[config.mk]
export PLATFORM = sky130hd
export DESIGN_NAME = traffic_phase_ctrl
export DESIGN_NICKNAME = d
export VERILOG_FILES = /design/src/rtl/traffic_phase_ctrl.sv
export SDC_FILE = /design/constraint.sdc
export NUM_CORES = 1
export LEC_CHECK = 0
export BUFFER_PORTS_ARGS = -buffer_cell sky130_fd_sc_hd__buf_2
export CORE_AREA = 2 2 88 90
export DETAILED_ROUTE_END_ITERATION = 10
export DIE_AREA = 0 0 90 92
export GPL_TIMING_DRIVEN = 1
export PLACE_DENSITY = 0.76
export SLEW_MARGIN = 20
export SYNTH_ARGS = -nofsm -noshare
export SYNTH_HDL_FRONTEND = slang
export SYNTH_SLANG_ARGS = --single-unit
[constraint.sdc]
create_clock -name clk -period 2.4 [get_ports clk]
set_input_delay 0.48 -clock clk [delete_from_list [all_inputs] [get_ports clk]]
set_output_delay 0.48 -clock clk [all_outputs]
set_load 0.02 [all_outputs]
[src/rtl/traffic_phase_ctrl.sv]
// N-approach traffic signal sequencer: day cycle ALLRED -> GREEN -> LEFT ->
// YELLOW per approach, latched pedestrian requests, one-hot manual preemption
// and a night blink mode. The phase output is the FSM state register.
module traffic_phase_ctrl #(
    parameter int N_DIR    = 4,
    parameter int TICK_DIV = 50000000,
    parameter int GREEN_T  = 10,
    parameter int LEFT_T   = 5,
    parameter int YELLOW_T = 3,
    parameter int ALLRED_T = 2,
    localparam int DW      = (N_DIR > 2) ? $clog2(N_DIR) : 1
) (
    input  logic             clk,
    input  logic             rst,
    input  logic             daynight,
    input  logic [N_DIR-1:0] bt_manual,
    input  logic [N_DIR-1:0] ped_req,
    output logic [N_DIR-1:0] led_red,
    output logic [N_DIR-1:0] led_yellow,
    output logic [N_DIR-1:0] led_green,
    output logic [N_DIR-1:0] led_left,
    output logic [N_DIR-1:0] led_walk_red,
    output logic [N_DIR-1:0] led_walk_green,
    output logic [2:0]       phase,
    output logic [DW-1:0]    active_dir,
    output logic [7:0]       remain,
    output logic             tick
);
    localparam int CW = $clog2(TICK_DIV);

    typedef enum logic [2:0] {
        PH_ALLRED = 3'd0,
        PH_GREEN  = 3'd1,
        PH_LEFT   = 3'd2,
        PH_YELLOW = 3'd3,
        PH_NIGHT  = 3'd4
    } phase_t;

    phase_t           state, nxt_state;
    logic [CW-1:0]    cnt, cnt_nxt;
    logic             man_valid, nxt_mv;
    logic [DW-1:0]    man_tgt, nxt_mt, man_low, eff_tgt, dir_inc, nxt_dir;
    logic             eff_valid, expire, green_exit;
    logic [N_DIR-1:0] ped_lat, nxt_lat, grant, nxt_grant, dir_mask, nxt_mask;
    logic [N_DIR-1:0] l_red, l_yel, l_grn, l_left, l_walk;
    logic             blink, nxt_blink;
    logic [7:0]       nxt_remain;

    assign phase     = state;
    assign cnt_nxt   = (cnt == CW'(TICK_DIV - 1)) ? '0 : cnt + CW'(1);
    assign expire    = tick && (remain == 8'd1);
    assign dir_mask  = N_DIR'(1) << active_dir;
    assign dir_inc   = (active_dir == DW'(N_DIR - 1)) ? '0 : active_dir + DW'(1);
    // A request on the current cycle overrides any older pending target.
    assign eff_valid = (|bt_manual) | man_valid;
    assign eff_tgt   = (|bt_manual) ? man_low : man_tgt;

    // Lowest set bt_manual bit wins the preempt target.
    always_comb begin
        man_low = '0;
        for (int i = N_DIR - 1; i >= 0; i--) begin
            if (bt_manual[i]) man_low = DW'(i);
        end
    end

    // Next-state logic; branch order encodes night > preempt > expiry.
    always_comb begin
        nxt_state  = state;
        nxt_remain = remain;
        nxt_dir    = active_dir;
        nxt_mv     = man_valid;
        nxt_mt     = man_tgt;
        nxt_lat    = ped_lat | ped_req;
        nxt_grant  = grant;
        nxt_blink  = blink;
        green_exit = 1'b0;
        if ((state != PH_NIGHT) && (|bt_manual)) begin
            nxt_mv = 1'b1;
            nxt_mt = man_low;
        end
        case (state)
            PH_ALLRED: begin
                if (expire) begin
                    if (!daynight) begin
                        nxt_state  = PH_NIGHT;
                        nxt_remain = 8'd1;
                        nxt_blink  = 1'b1;
                    end else begin
                        nxt_state  = PH_GREEN;
                        nxt_remain = 8'(GREEN_T);
                        nxt_grant  = (ped_lat | ped_req) & ~dir_mask;
                    end
                end else if (tick) begin
                    nxt_remain = remain - 8'd1;
                end
            end
            PH_GREEN: begin
                if (!daynight || (eff_valid && (eff_tgt != active_dir))) begin
                    nxt_state  = PH_YELLOW;
                    nxt_remain = 8'(YELLOW_T);
                    green_exit = 1'b1;
                end else if (eff_valid) begin
                    // Preempt for the approach already green: extend and drop it.
                    nxt_remain = 8'(GREEN_T);
                    nxt_mv     = 1'b0;
                end else if (expire) begin
                    nxt_state  = PH_LEFT;
                    nxt_remain = 8'(LEFT_T);
                    green_exit = 1'b1;
                end else if (tick) begin
                    nxt_remain = remain - 8'd1;
                end
            end
            PH_LEFT: begin
                if (!daynight || (eff_valid && (eff_tgt != active_dir)) || expire) begin
                    nxt_state  = PH_YELLOW;
                    nxt_remain = 8'(YELLOW_T);
                end else if (tick) begin
                    nxt_remain = remain - 8'd1;
                end
            end
            PH_YELLOW: begin
                if (expire) begin
                    if (!daynight) begin
                        nxt_state  = PH_NIGHT;
                        nxt_remain = 8'd1;
                        nxt_blink  = 1'b1;
                    end else begin
                        nxt_state  = PH_ALLRED;
                        nxt_remain = 8'(ALLRED_T);
                        nxt_dir    = eff_valid ? eff_tgt : dir_inc;
                        nxt_mv     = 1'b0;
                    end
                end else if (tick) begin
                    nxt_remain = remain - 8'd1;
                end
            end
            PH_NIGHT: begin
                if (daynight) begin
                    nxt_state  = PH_ALLRED;
                    nxt_remain = 8'(ALLRED_T);
                    nxt_dir    = '0;
                    nxt_blink  = 1'b0;
                end else if (tick) begin
                    nxt_remain = 8'd1;
                    nxt_blink  = ~blink;
                end
            end
            default: nxt_state = PH_ALLRED;
        endcase
        if (green_exit) begin
            nxt_lat   = (ped_lat | ped_req) & ~grant;
            nxt_grant = '0;
        end
    end

    // Lamp pattern decoded from the next state so the lamps register with it.
    always_comb begin
        nxt_mask = N_DIR'(1) << nxt_dir;
        l_red    = '1;
        l_yel    = '0;
        l_grn    = '0;
        l_left   = '0;
        l_walk   = '0;
        case (nxt_state)
            PH_GREEN: begin
                l_red  = ~nxt_mask;
                l_grn  = nxt_mask;
                l_walk = nxt_grant;
            end
            PH_LEFT: begin
                l_red  = ~nxt_mask;
                l_left = nxt_mask;
            end
            PH_YELLOW: begin
                l_red = ~nxt_mask;
                l_yel = nxt_mask;
            end
            PH_NIGHT: begin
                l_red = '0;
                l_yel = {N_DIR{nxt_blink}};
            end
            default: ;
        endcase
    end

    // State, prescaler and output registers.
    always_ff @(posedge clk) begin
        if (rst) begin
            cnt            <= '0;
            tick           <= 1'b0;
            state          <= PH_ALLRED;
            active_dir     <= '0;
            remain         <= 8'(ALLRED_T);
            man_valid      <= 1'b0;
            man_tgt        <= '0;
            ped_lat        <= '0;
            grant          <= '0;
            blink          <= 1'b0;
            led_red        <= '1;
            led_yellow     <= '0;
            led_green      <= '0;
            led_left       <= '0;
            led_walk_red   <= '1;
            led_walk_green <= '0;
        end else begin
            cnt            <= cnt_nxt;
            tick           <= (cnt_nxt == CW'(TICK_DIV - 1));
            state          <= nxt_state;
            active_dir     <= nxt_dir;
            remain         <= nxt_remain;
            man_valid      <= nxt_mv;
            man_tgt        <= nxt_mt;
            ped_lat        <= nxt_lat;
            grant          <= nxt_grant;
            blink          <= nxt_blink;
            led_red        <= l_red;
            led_yellow     <= l_yel;
            led_green      <= l_grn;
            led_left       <= l_left;
            led_walk_red   <= ~l_walk;
            led_walk_green <= l_walk;
        end
    end
endmodule

Word level (Yosys, flattened, before mapping)
Index checks and enable logic that the tools add are counted.
{"block": "word_totals", "reg_bits": 76, "in_bits": 11, "wordCells": 118}
{"block": "op_classes", "addsub": 3, "n_eq_ne": 15, "n_shift": 2, "n_mux": 57, "bitwise_logic": 11, "n_reduce_logical": 14}
{"op": "$mux W8", "count": 9}
{"op": "$eq A26 B26 Y1 const B", "count": 2}
{"op": "$pmux W8 S5", "count": 1}
{"op": "$mux W4", "count": 7}
{"op": "$mux W3", "count": 9}
{"op": "$add A26 B1 Y26 const B", "count": 1}
{"op": "$mux W26", "count": 1}
{"op": "$mux W2", "count": 11}
{"op": "$not A4 Y4", "count": 4}
{"op": "$pmux W4 S2", "count": 2}
{"op": "$pmux W3 S5", "count": 1}
{"op": "$mux W1", "count": 13}
{"op": "$eq A3 B2 Y1 const B", "count": 4}
{"op": "$and A4 B4 Y4", "count": 2}
{"op": "$eq A8 B1 Y1 const B", "count": 1}
{"op": "$shl A1 B2 Y4 const A", "count": 2}
{"op": "$sub A8 B1 Y8 const B", "count": 1}
{"op": "$eq A3 B1 Y1 const B", "count": 2}
{"op": "$eq A3 B3 Y1 const B", "count": 2}
{"op": "$ne A3 B3 Y1 const B", "count": 2}
{"op": "$reduce_or A2 Y1", "count": 3}
{"op": "$reduce_bool A5 Y1", "count": 1}
{"op": "$or A4 B4 Y4", "count": 1}
{"op": "$pmux W1 S2", "count": 2}
{"op": "other kinds (13)", "count": 18}

Depth between registers and ports, before layout
{"block": "depth", "ltp_word": 14, "ltp_mapped": 10}

Worst setup path before layout
OpenSTA, ideal clock, no wires.
{"block": "synth_path", "path_type": "register to register", "from": "reg remain[0]", "to": "reg led_walk_red[0]", "setup_ns": 0.134, "arrival_ns": 2.428, "slack_ns": -0.162, "stages_incl_launch_ff": 9, "path_buffers": 1, "synth_period_minus_slack_ns": 2.562, "cell_sequence": "dfxtp_1 -> ha_1 -> nor4b_1 -> nand3_1 -> or4_1 -> buf_6 -> nor3_1 -> a21oi_1 -> or4_1"}
{"block": "synth_between", "elab_chain_cells": 9}
{"item": "start, declared", "line": "26", "text": "output logic [7:0] remain,"}
{"item": "start signal, assigned", "line": "194", "text": "remain <= 8'(ALLRED_T);"}
{"item": "start signal, assigned", "line": "211", "text": "remain <= nxt_remain;"}
{"item": "$eq A8 B1 Y1 *", "line": "51", "text": "assign expire = tick && (remain == 8'd1);"}
{"item": "$logic_and A1 B1 Y1 *", "line": "51"}
{"item": "$mux W3 or $mux W1 (tied branches)", "line": "106", "text": "end else if (expire) begin"}
{"item": "$mux W3 or $mux W1 (tied branches)", "line": "102", "text": "end else if (eff_valid) begin"}
{"item": "$mux W3 or $mux W1 (tied branches)", "line": "98", "text": "if (!daynight || (eff_valid && (eff_tgt != active_dir))) begin"}
{"item": "$pmux W3 S5 or $mux W1 (tied branches)", "line": "81", "text": "case (state)"}
{"item": "$eq A3 B1 Y1 or $mux W4 (tied branches)", "line": "165, 151"}
{"item": "$mux W4 *", "line": "165", "text": "case (nxt_state)"}
{"item": "$not A4 Y4 *", "line": "221", "text": "led_walk_red <= ~l_walk;"}
{"item": "end signal, assigned", "line": "221"}
{"item": "end, declared", "line": "22", "text": "output logic [N_DIR-1:0] led_walk_red,"}
Every way passes the cells marked *; elsewhere a longest branch is shown, timed or not.
A chain may end at the register's enable or synchronous reset.

Worst setup path after layout
{"block": "layout_path", "from": "reg man_tgt[1]", "to": "reg led_walk_red[1]"}
{"block": "layout_between", "elab_chain_cells": 10}
{"item": "start, declared", "line": "42", "text": "logic [DW-1:0] man_tgt, nxt_mt, man_low, eff_tgt, dir_inc, nxt_dir;"}
{"item": "start signal, assigned", "line": "213", "text": "man_tgt <= nxt_mt;"}
{"item": "$mux W2 *", "line": "56", "text": "assign eff_tgt = (|bt_manual) ? man_low : man_tgt;"}
{"item": "$ne A2 B2 Y1 *", "line": "98, 115"}
{"item": "$logic_and A1 B1 Y1 *", "line": "98, 115"}
{"item": "$logic_or A1 B1 Y1 *", "line": "98, 115"}
{"item": "$logic_or A1 B1 Y1", "line": "115", "text": "if (!daynight || (eff_valid && (eff_tgt != active_dir)) || expire) begin"}
{"item": "$mux W3", "line": "115"}
{"item": "$pmux W3 S5", "line": "81"}
{"item": "$eq A3 B1 Y1", "line": "165"}
{"item": "$mux W4 *", "line": "165"}
{"item": "$not A4 Y4 *", "line": "221"}
Marked as above.

==> flow_summary_export.csv <==
group,metric,value,unit
status,status,"finished clean",
floorplanning,die_w,90,um
timing,whs,0.4518,ns
clock_network,cts_buffer_depth,2,
yosys,synthMuxAreaShare,0.01972,
cells_and_area,nets,551,
clock_network,ctsHoldBuffers,0,
global_route,grt_max_degree,31,
global_route,grt_pass1_wl,15.44,mm
critical_path,crit_buf_inv,0,
cells_and_area,syn_to_final_growth,22.83,%
yosys,syn_nets,462,
timing,period_needed,2.324,ns
yosys,synthXorXnorAreaFrac,0.07253,
timing,slew_headroom,0.6375,
yosys,synth-compound-area-share,0.1514,
critical_path,critical-path-top-delay-family,"simple AND/OR/NAND/NOR gates",
timing,max_clock_freq,0.4304,GHz
placed_design,routabilityCongestion,0.9436,
clock_network,clock_sinks,76,
yosys,yosys.area_share.simple,0.2771,
clock_network,postCtsSetupBuffers,0,
routing,maxUsedRoutingLayer,"met4",
critical_path,timing.critical_path.fanout_max,5,
global_route,grtUsageTotal,0.2268,
yosys,synth.avg_cell_area,8.432,sq um
clock_network,cts_root_buf,"clkbuf_8",
placed_design,dp_hpwl,6.749,mm
cells_and_area,fill_cells,678,
routing,met2_length,4.474,mm
yosys,synthAdderAreaFrac,0.02340,
clock_network,cts.htree.levels,3,
clock_network,cts_tree,"yes",
yosys,synth_top_area_frac,0.4064,
placed_design,dp_slack,-0.1376,ns
routing,drt-total-wl,9.256,mm
routing,wl_met1,4.153,mm
pwr,p_leak,1.817,nW
routing,drt_iter0_markers,398,
yosys,synth_seq_cells,76,
timing,period_share,0.9681,
routing,ant_nets,0,
cells_and_area,top_regs,"cnt: 26 flops, remain: 8 flops",
routing,drc,0,
yosys,synthFlopType,"dfxtp_1",
floorplanning,dieArea,0.008280,sq mm
min_path,hold_class,"reg -> reg",
yosys,async_flop_share,0,
yosys,yosys_warnings,0,
critical_path,crit_required,2.63,ns
timing,hold_viol,0,
pwr,p_per_area,504.9,mW/mm^2
clock_network,cts_buffers,9,
critical_path,crit_chain,"or3_1 > a221oi_2 > nand3_1 > o21a_1 > or3_4 > or4_1",
floorplanning,fp.dieH,92,um
routing,via_count,3589,
yosys,synth_edf_count,0,
clock_network,cts_resized,1,
placed_design,port_buffers,48,
global_route,grt-ovfl-total,0,
critical_path,cpPeakStageDelay,0.41,ns
cells_and_area,drive_above_1_share,0.2602,
cells_and_area,insertedDiodeCount,0,
clock_network,clk_pin_slew,0.09,ns
timing,skew,0.008534,ns
timing,slew_violations,0,
global_route,grt_pass1_vias,3365,
yosys,synth_cell_types,66,
routing,firstDrtPassIters,5,
clock_network,clk_latency,0.36,ns
critical_path,start_kind,"register",
yosys,netlist_area,0.003744,sq mm
routing,wl_met3,413,um
floorplanning,pin_count,49,
yosys,postSynthCellCount,444,
cells_and_area,layout_common_cells,"dfxtp_1, nor2_1, buf_4",
cells_and_area,top_register,"cnt",
cells_and_area,largest_reg_flops,26,
yosys,synth-seq-area-share,0.4064,
floorplanning,initial_core_util,0.5027,
yosys,synthTopCellsByArea,"dfxtp_1, nor2_1, xor2_1",
floorplanning,core,0.007447,sq mm
pwr,ir_worst_vdd,0.2970,mV
global_route,antenna_found_initial,0,
yosys,synth_top_family_by_area,"simple AND/OR/NAND/NOR gates",
pwr,total_power,2.321,mW
routing,avgViaCountPerCell,5.608,
critical_path,path_class,"reg -> reg",
cells_and_area,mostFrequentLayoutCell,"dfxtp_1",
critical_path,crit_path_end_kind,"register",
timing,tightest_slew,0.5437,ns
timing,setup_slack,0.07646,ns
critical_path,critPathArrivalTime,2.56,ns
yosys,yosysTopAreaCell,"dfxtp_1",
flow_run,maxCapViolCount,0,
timing,finalSetupViolations,0,
routing,wl_per_cell,14.46,um
floorplanning,row_count,32,
critical_path,critPathSlowestCell,"or4_1",
==> routing by layer <==
metal	vias up	global-route usage
li1	1765	-
met1	1694	0.2809
met2	113	0.3866
met3	17	0.03533
met4	0	0.1090
met5	-	0
==> cells by family after synthesis <==
kind of cell / count (synthesis)
flip-flops: 76
XOR/XNOR: 31
adder cells (fa/ha/maj): 7
multiplexers: 7
AND/OR/NAND/NOR: 203
AO/OA/AOI/OAI: 83
buffers and inverters: 37
==> power by group <==
part / internal (mW) / switching, mW
clock: 0.399 / 0.533
combinational: 0.0445 / 0.0613
sequential: 1.27 / 0.0118
==> metrics by stage <==
step	util	std cells	cell area (sq um)	setup TNS [ns]
final	0.6174	640	4598	0
after global routing	0.6174	640	4598	-0.01871
after CTS	0.6137	640	4571	0
after detailed placement	0.5882	624	4380	-1.150
after global placement	0.5882	624	4380	-0.8520
after floorplan	-	444	3751	-0.1732
==> worst paths after layout <==
path	start	end	slack (ns)	cells after the start
worst min-delay path	grant[2]$_SDFF_PP0_	ped_lat[2]$_SDFF_PP0_	0.45	1
worst max register to register	man_tgt[1]$_SDFFE_PP0P_	led_walk_red[1]$_SDFF_PP1_	0.08	6
worst max-delay path	man_tgt[1]$_SDFFE_PP0P_	led_walk_red[1]$_SDFF_PP1_	0.08	6
worst min register to register	grant[2]$_SDFF_PP0_	ped_lat[2]$_SDFF_PP0_	0.45	1
==> synthesized netlist by cell type (6+ instances only) <==
cell,number
a211oi_1,9
a21oi_1,20
and3_1,8
clkbuf_1,15
dfxtp_1,76
ha_1,7
inv_1,15
nand2_1,30
nand3_1,14
nor2_1,71
nor3_1,22
nor4_1,11
o21ai_0,16
or3_1,8
or4_1,6
xnor2_1,15
xor2_1,16
==> layout make-up <==
cell class | instances | area, sq um | share of cell area
inverters | 15 | 56.30 | 0.01224
clock inverters | 7 | 62.56 | 0.01361
multi-input cells | 331 | 2073 | 0.4509
clock buffers | 9 | 123.9 | 0.02694
repair buffers | 100 | 630.6 | 0.1371
well taps | 102 | 127.6 | 0.02776
flip-flops and latches | 76 | 1524 | 0.3314
==> worst register-to-register path: stages, from the launching register on <==
cell	delay, ns
dfxtp_1	0.35
or3_1	0.40
a221oi_2	0.30
nand3_1	0.13
o21a_1	0.21
or3_4	0.40
or4_1	0.41
Power figures use the tool's default switching activity.
